[config.mk]
export PLATFORM = sky130hd
export DESIGN_NAME = gtx_link_init
export DESIGN_NICKNAME = d
export VERILOG_FILES = /design/src/rtl/gtx_link_init.sv
export SDC_FILE = /design/constraint.sdc
export NUM_CORES = 1
export LEC_CHECK = 0
export ABC_AREA = 1
export BUFFER_PORTS_ARGS = -buffer_cell sky130_fd_sc_hd__buf_2
export CAP_MARGIN = 0
export CORE_ASPECT_RATIO = 0.9
export CORE_MARGIN = 10
export CORE_UTILIZATION = 25
export DETAILED_ROUTE_END_ITERATION = 7
export PLACE_DENSITY_LB_ADDON = 0.1
export SLEW_MARGIN = 20
export SYNTH_ARGS = -nofsm -noshare
export SYNTH_HDL_FRONTEND = slang
export SYNTH_SLANG_ARGS = --single-unit
export TNS_END_PERCENT = 10
[constraint.sdc]
create_clock -name clk_125 -period 4.69 [get_ports clk_125]
set_clock_uncertainty 0.2 [all_clocks]
set_input_delay 0 -clock clk_125 [delete_from_list [all_inputs] [get_ports clk_125]]
set_output_delay 0 -clock clk_125 [all_outputs]
set_load 0.01 [all_outputs]
[src/rtl/gtx_link_init.sv]
// Reset and bring-up sequencer for a bank of SGMII GTX channels sharing one PLL reset.
// It holds reset, waits for PLL lock and for the reset-done flags, retries on a timeout or loss of lock, and pulses per-channel RX buffer resets.
module gtx_link_init #(
  parameter int N_CH           = 1,
  parameter int RST_CYCLES     = 16,
  parameter int LOCK_TIMEOUT   = 65536,
  parameter int DONE_TIMEOUT   = 65536,
  parameter int BUF_RST_CYCLES = 4
) (
  input  logic              clk_125,
  input  logic              mgt_reset,
  input  logic [N_CH-1:0]   pll_locked,
  input  logic [N_CH-1:0]   tx_resetdone,
  input  logic [N_CH-1:0]   rx_resetdone,
  input  logic [3*N_CH-1:0] rxbufstatus,
  output logic              gtx_reset,
  output logic              pll_reset,
  output logic [N_CH-1:0]   rxbufreset,
  output logic [N_CH-1:0]   chan_ready,
  output logic              link_ready,
  output logic [7:0]        retry_cnt,
  output logic [2:0]        init_state
);

  localparam int MAX_AB  = (RST_CYCLES > LOCK_TIMEOUT) ? RST_CYCLES : LOCK_TIMEOUT;
  localparam int MAX_LIM = (MAX_AB > DONE_TIMEOUT) ? MAX_AB : DONE_TIMEOUT;
  localparam int CW      = $clog2(MAX_LIM) + 1;

  localparam logic [CW-1:0] RST_LAST  = CW'(RST_CYCLES - 1);
  localparam logic [CW-1:0] LOCK_LAST = CW'(LOCK_TIMEOUT - 1);
  localparam logic [CW-1:0] DONE_LAST = CW'(DONE_TIMEOUT - 1);
  localparam logic [3:0]    BUF_LEN   = 4'(BUF_RST_CYCLES);

  typedef enum logic [2:0] {
    RESET     = 3'd0,
    PLL_WAIT  = 3'd1,
    DONE_WAIT = 3'd2,
    READY     = 3'd3
  } state_t;

  state_t state, state_next;
  logic [CW-1:0] cnt;

  logic [N_CH-1:0] lock_s1, lock_s2, txd_s1, txd_s2, rxd_s1, rxd_s2;
  logic [N_CH-1:0] err_s1, err_s2, err_s3, buf_err, err_rise;
  logic            all_locked, all_done, retry_evt;
  logic            gtx_reset_d, pll_reset_d, link_ready_d;
  logic [N_CH-1:0][3:0] pcnt;
  logic [N_CH-1:0][1:0] rec;

  // Only bit 2 of each status field is used; the other bits are folded into a sink net.
  logic unused_bufstatus;
  assign unused_bufstatus = ^rxbufstatus;

  always_comb begin
    buf_err = '0;
    for (int unsigned i = 0; i < N_CH; i++) buf_err[i] = rxbufstatus[3*i+2];
  end

  always_ff @(posedge clk_125 or posedge mgt_reset) begin
    if (mgt_reset) begin
      lock_s1 <= '0; lock_s2 <= '0;
      txd_s1  <= '0; txd_s2  <= '0;
      rxd_s1  <= '0; rxd_s2  <= '0;
      err_s1  <= '0; err_s2  <= '0; err_s3 <= '0;
    end else begin
      lock_s1 <= pll_locked;   lock_s2 <= lock_s1;
      txd_s1  <= tx_resetdone; txd_s2  <= txd_s1;
      rxd_s1  <= rx_resetdone; rxd_s2  <= rxd_s1;
      err_s1  <= buf_err;      err_s2  <= err_s1;  err_s3 <= err_s2;
    end
  end

  assign all_locked = &lock_s2;
  assign all_done   = (&txd_s2) & (&rxd_s2);
  // A held error would otherwise re-trigger after the recovery window, so only its rising edge starts a pulse.
  assign err_rise   = err_s2 & ~err_s3;

  always_ff @(posedge clk_125 or posedge mgt_reset) begin
    if (mgt_reset) state <= RESET;
    else           state <= state_next;
  end

  always_comb begin
    state_next = state;
    unique case (state)
      RESET:     if (cnt == RST_LAST) state_next = PLL_WAIT;
      PLL_WAIT:  if (all_locked) state_next = DONE_WAIT;
                 else if (cnt == LOCK_LAST) state_next = RESET;
      DONE_WAIT: if (!all_locked) state_next = RESET;
                 else if (all_done) state_next = READY;
                 else if (cnt == DONE_LAST) state_next = RESET;
      READY:     if (!all_locked) state_next = RESET;
      default:   state_next = RESET;
    endcase
  end

  // Outputs are decoded from the next state and registered, so they move on the same edge as init_state.
  always_comb begin
    gtx_reset_d  = (state_next == RESET) || (state_next == PLL_WAIT);
    pll_reset_d  = (state_next == RESET);
    link_ready_d = (state_next == READY);
  end

  assign retry_evt  = (state != RESET) && (state_next == RESET);
  assign init_state = state;

  always_ff @(posedge clk_125 or posedge mgt_reset) begin
    if (mgt_reset) begin
      gtx_reset  <= 1'b1;
      pll_reset  <= 1'b1;
      link_ready <= 1'b0;
      retry_cnt  <= '0;
      cnt        <= '0;
    end else begin
      gtx_reset  <= gtx_reset_d;
      pll_reset  <= pll_reset_d;
      link_ready <= link_ready_d;
      if (retry_evt && (retry_cnt != 8'hFF)) retry_cnt <= retry_cnt + 8'd1;
      if (state_next != state)  cnt <= '0;
      else if (state != READY)  cnt <= cnt + CW'(1);
    end
  end

  always_ff @(posedge clk_125 or posedge mgt_reset) begin
    if (mgt_reset) begin
      pcnt       <= '0;
      rec        <= '0;
      rxbufreset <= '1;
      chan_ready <= '0;
    end else begin
      for (int unsigned i = 0; i < N_CH; i++) begin
        if (state_next != READY) begin
          pcnt[i]       <= '0;
          rec[i]        <= '0;
          rxbufreset[i] <= 1'b1;
          chan_ready[i] <= 1'b0;
        end else if (state != READY) begin
          pcnt[i]       <= '0;
          rec[i]        <= '0;
          rxbufreset[i] <= 1'b0;
          chan_ready[i] <= 1'b1;
        end else if (err_rise[i] && (pcnt[i] == '0)) begin
          pcnt[i]       <= BUF_LEN;
          rec[i]        <= '0;
          rxbufreset[i] <= 1'b1;
          chan_ready[i] <= 1'b0;
        end else if (pcnt[i] != '0) begin
          pcnt[i] <= pcnt[i] - 4'd1;
          if (pcnt[i] == 4'd1) begin
            rxbufreset[i] <= 1'b0;
            rec[i]        <= 2'd2;
          end
        end else if (rec[i] != '0) begin
          rec[i] <= rec[i] - 2'd1;
          if (rec[i] == 2'd1) chan_ready[i] <= 1'b1;
        end
      end
    end
  end

endmodule

==> impl_metrics.toml <==
[grt]
first_global_vias = 1864
grt_util_all_layers = 0.0742
grt_antenna_before_repair = 0
grt_pass1_wl_um = 8920
pin_count_of_the_biggest_net_entering_global_routing = 49
total_gr_overflow = 0

[cts]
cts.root.buffer_cell = "sky130_fd_sc_hd__clkbuf_8"
cts_made_buffers = 5
htree_levels = 2
cts.hold.buffers_added = 5
ctsLongestPathBuffers = 2
postCtsSetupBuffers = 0
cts_repair_resize_count = 0
cts.reportedPaths.clkPinSlew_ps = 90
clock_latency_ps = 290
cts_tree = "built"
clock_sinks = 48

[synthesis]
synth.largest_area_cell = "sky130_fd_sc_hd__dfrtp_1"
simple_gate_fraction_of_synth_area = 0.308
synth_area_per_cell_um2 = 8.71
ys_warn_count = 0
postSynthNetCount = 302
synthesized_area_fraction_occupied_by_ao_oa_aoi_and_oai_cells = 0.0390
synth_sequential_area_ratio = 0.482
synthXorXnorAreaFrac = 0.0665
post-synth-top-area-fraction = 0.450
netlist_area_mm2 = 0.00250
synthAdderAreaFrac = 0.0350
post_synth_main_area_contributors = "sky130_fd_sc_hd__dfrtp_1, sky130_fd_sc_hd__nand2_1, sky130_fd_sc_hd__nand3_1"
multiplexer_area_fraction_after_synthesis = 0
synth_top_family_by_area = "simple AND/OR/NAND/NOR gates"
netlist-cell-type-count = 35
post_synthesis_cells = 287
ys_ff_latch = 48

[critical_path]
worst-r2r-cell-count = 15
cp-end-kind = "register"
arrival_ps = 2420
cp.required_ps = 4680
rrSetupSlack_ps = 2260
regToRegStartpoint = "cnt[7]$_DFFE_PP0P_"
crit_start = "cnt[7]$_DFFE_PP0P_"
crit_type = "register to register"
worst_path_fanout_max = 10
timing.critical_path.from_type = "register"
timing.rr.end = "retry_cnt[0]$_DFFE_PP0P_"

[routing]
via_count = 1812
vias_per_cell = 4.08
detail-route-antenna-nets = 0
avgRoutedWirePerCell_um = 11.4
finalWirelength_um = 5070
drt_first_iter_violations = 48
drt_first_pass_iters = 4
drcViolationCount = 0

[layout]
area_growth_syn_to_layout_pct = 14.5
post_route_cells_drive_above_1_share = 0.192
layout.nets = 332
num_antenna_cells = 0

[sta]
setup_total_negative_slack_ps = 0
fmax_ghz = 0.411
slew-limit-headroom = 0.577
setup_repair_after_global_routing_missed_its_margin = "no"
final_period_minus_worst_setup_slack_ps = 2430
hold_ws_ps = 139
timing.final.max_slew_violations = 0
post-route-period-util = 0.519
final-setup-viol-count = 0
worst-slew-pin-transition_ps = 634
number_of_endpoints_with_negative_hold_slack_in_the_final_report = 0

[min_path]
hold_depth = 2
min_delay_worst_endpoint = "rxd_s1$_DFF_PP0_"
startpoint_of_the_most_critical_hold_path = "rx_resetdone"
hold_path_class = "input pin to register"

[floorplanning]
floorplan.core_area_mm2 = 0.00970
floorplan.io_pins = 24
floorplan.die.height_um = 115
full_die_area_mm2 = 0.0144
start_util = 0.258
die_width_um = 125
core.rowCount = 34

[power]
power.leakage_nw = 1.37
total_power_uw = 828
power.density_mw_per_mm2 = 289
vdd.ir_drop.worst_mv = 0.127

[placed_design]
place.detailed.hpwl_um = 3650
place.port_buffers = 21
place.gp.congestion = 0.742

[outcome]
outcome = "finished clean"

[job]
drv.max_cap_violation_count = 0
[cells by family (layout without fill, tap and decap cells)]
logic type	after synthesis	count (layout)
xor gates and xnor gates	19	19
adders and majority gates	7	7
DFF	48	48
and+or+nand+nor	161	161
AOI/OAI and AO/OA	15	15
buffers and inverters	36	67
other	1	1
[critical path: stages (launching register included)]
cell and delay [ps]:
sky130_fd_sc_hd__dfrtp_1 430, sky130_fd_sc_hd__nand2_1 90, sky130_fd_sc_hd__nor2_1 150, sky130_fd_sc_hd__nand2_1 70
sky130_fd_sc_hd__nor2_1 120, sky130_fd_sc_hd__and3_1 160, sky130_fd_sc_hd__ha_1 170, sky130_fd_sc_hd__inv_1 60
sky130_fd_sc_hd__nand2_1 70, sky130_fd_sc_hd__nand2_1 50, sky130_fd_sc_hd__nand3_1 120, sky130_fd_sc_hd__nand3b_4 110
sky130_fd_sc_hd__nor2_4 270, sky130_fd_sc_hd__nand2_4 130, sky130_fd_sc_hd__nand2_1 90, sky130_fd_sc_hd__nand2_1 50
[synth_stat cells, drive strengths merged]
master	n
a211oi	1
a21boi	1
a21oi	5
a31oi	2
and2	1
and3	2
buf	4
conb	1
dfrtp	45
dfstp	3
ha	7
inv	32
nand2	69
nand3	31
nand3b	2
nand4	3
nor2	47
nor3	4
o21ai	5
o22ai	1
or2	2
xnor2	6
xor2	13
[stage by stage]
step	setup WS, ps	util	instance area (um2)	std cells
4_1_cts	2190	0.295	2860	444
3_3_place_gp	2190	0.281	2720	431
5_1_grt	1930	0.295	2860	444
2_1_floorplan	2500	-	2500	287
6_report	2260	0.295	2860	444
3_5_place_dp	2210	0.281	2720	431
[cell type report]
type / instances / area [um2]
clock buffers: 6 / 82.6
inverters: 32 / 120
fillers: 1068 / 6840
multi-input cells: 203 / 1130
well taps: 126 / 158
clock inverters: 2 / 10.0
flip-flops and latches: 48 / 1200
repair buffers: 27 / 163
[where the power goes]
group | total, mW | internal, mW | switching (mW)
clock network | 0.255 | 0.118 | 0.137
logic | 0.105 | 0.0453 | 0.0597
registers | 0.467 | 0.438 | 0.0292
[cells in the final DEF, fill, tap and decap left out, drive strengths merged, types with 6 or more instances in the layout]
master	instances
buf	22
clkbuf	6
dfrtp	45
ha	7
inv	32
nand2	69
nand3	31
nor2	47
xnor2	6
xor2	13
[sequential cells by signal, indices dropped and copies added, names as in the netlist]
name and count:
lock_s1 1, chan_ready 1, rec 2, init_state 3, rxbufreset 1, rxd_s2 1, err_s3 1, pll_reset 1
rxd_s1 1, link_ready 1, txd_s1 1, cnt 17, pcnt 4, retry_cnt 8, err_s1 1, txd_s2 1
gtx_reset 1, all_locked 1, err_s2 1
[metal layers]
| metal | GRT usage | vias to the layer above | wire length, um |
|---|---|---|---|
| li1 | - | 964 | - |
| met3 | 0.0212 | 2 | 143 |
| met2 | 0.115 | 12 | 2200 |
| met5 | 0 | - | 0 |
| met1 | 0.0975 | 834 | 2680 |
| met4 | 0.0230 | 0 | 42 |
[worst max path at each step]
stage	cells after the start	slack, ps	to
CTS	15	2190	retry_cnt[6]$_DFFE_PP0P_
global route	15	1930	retry_cnt[6]$_DFFE_PP0P_
global placement	15	2190	retry_cnt[5]$_DFFE_PP0P_
finish	15	2260	retry_cnt[0]$_DFFE_PP0P_
floorplan	16	2500	cnt[3]$_DFFE_PP0P_
detailed placement	15	2210	retry_cnt[2]$_DFFE_PP0P_
No activity file was read; power rests on OpenSTA's default activity.
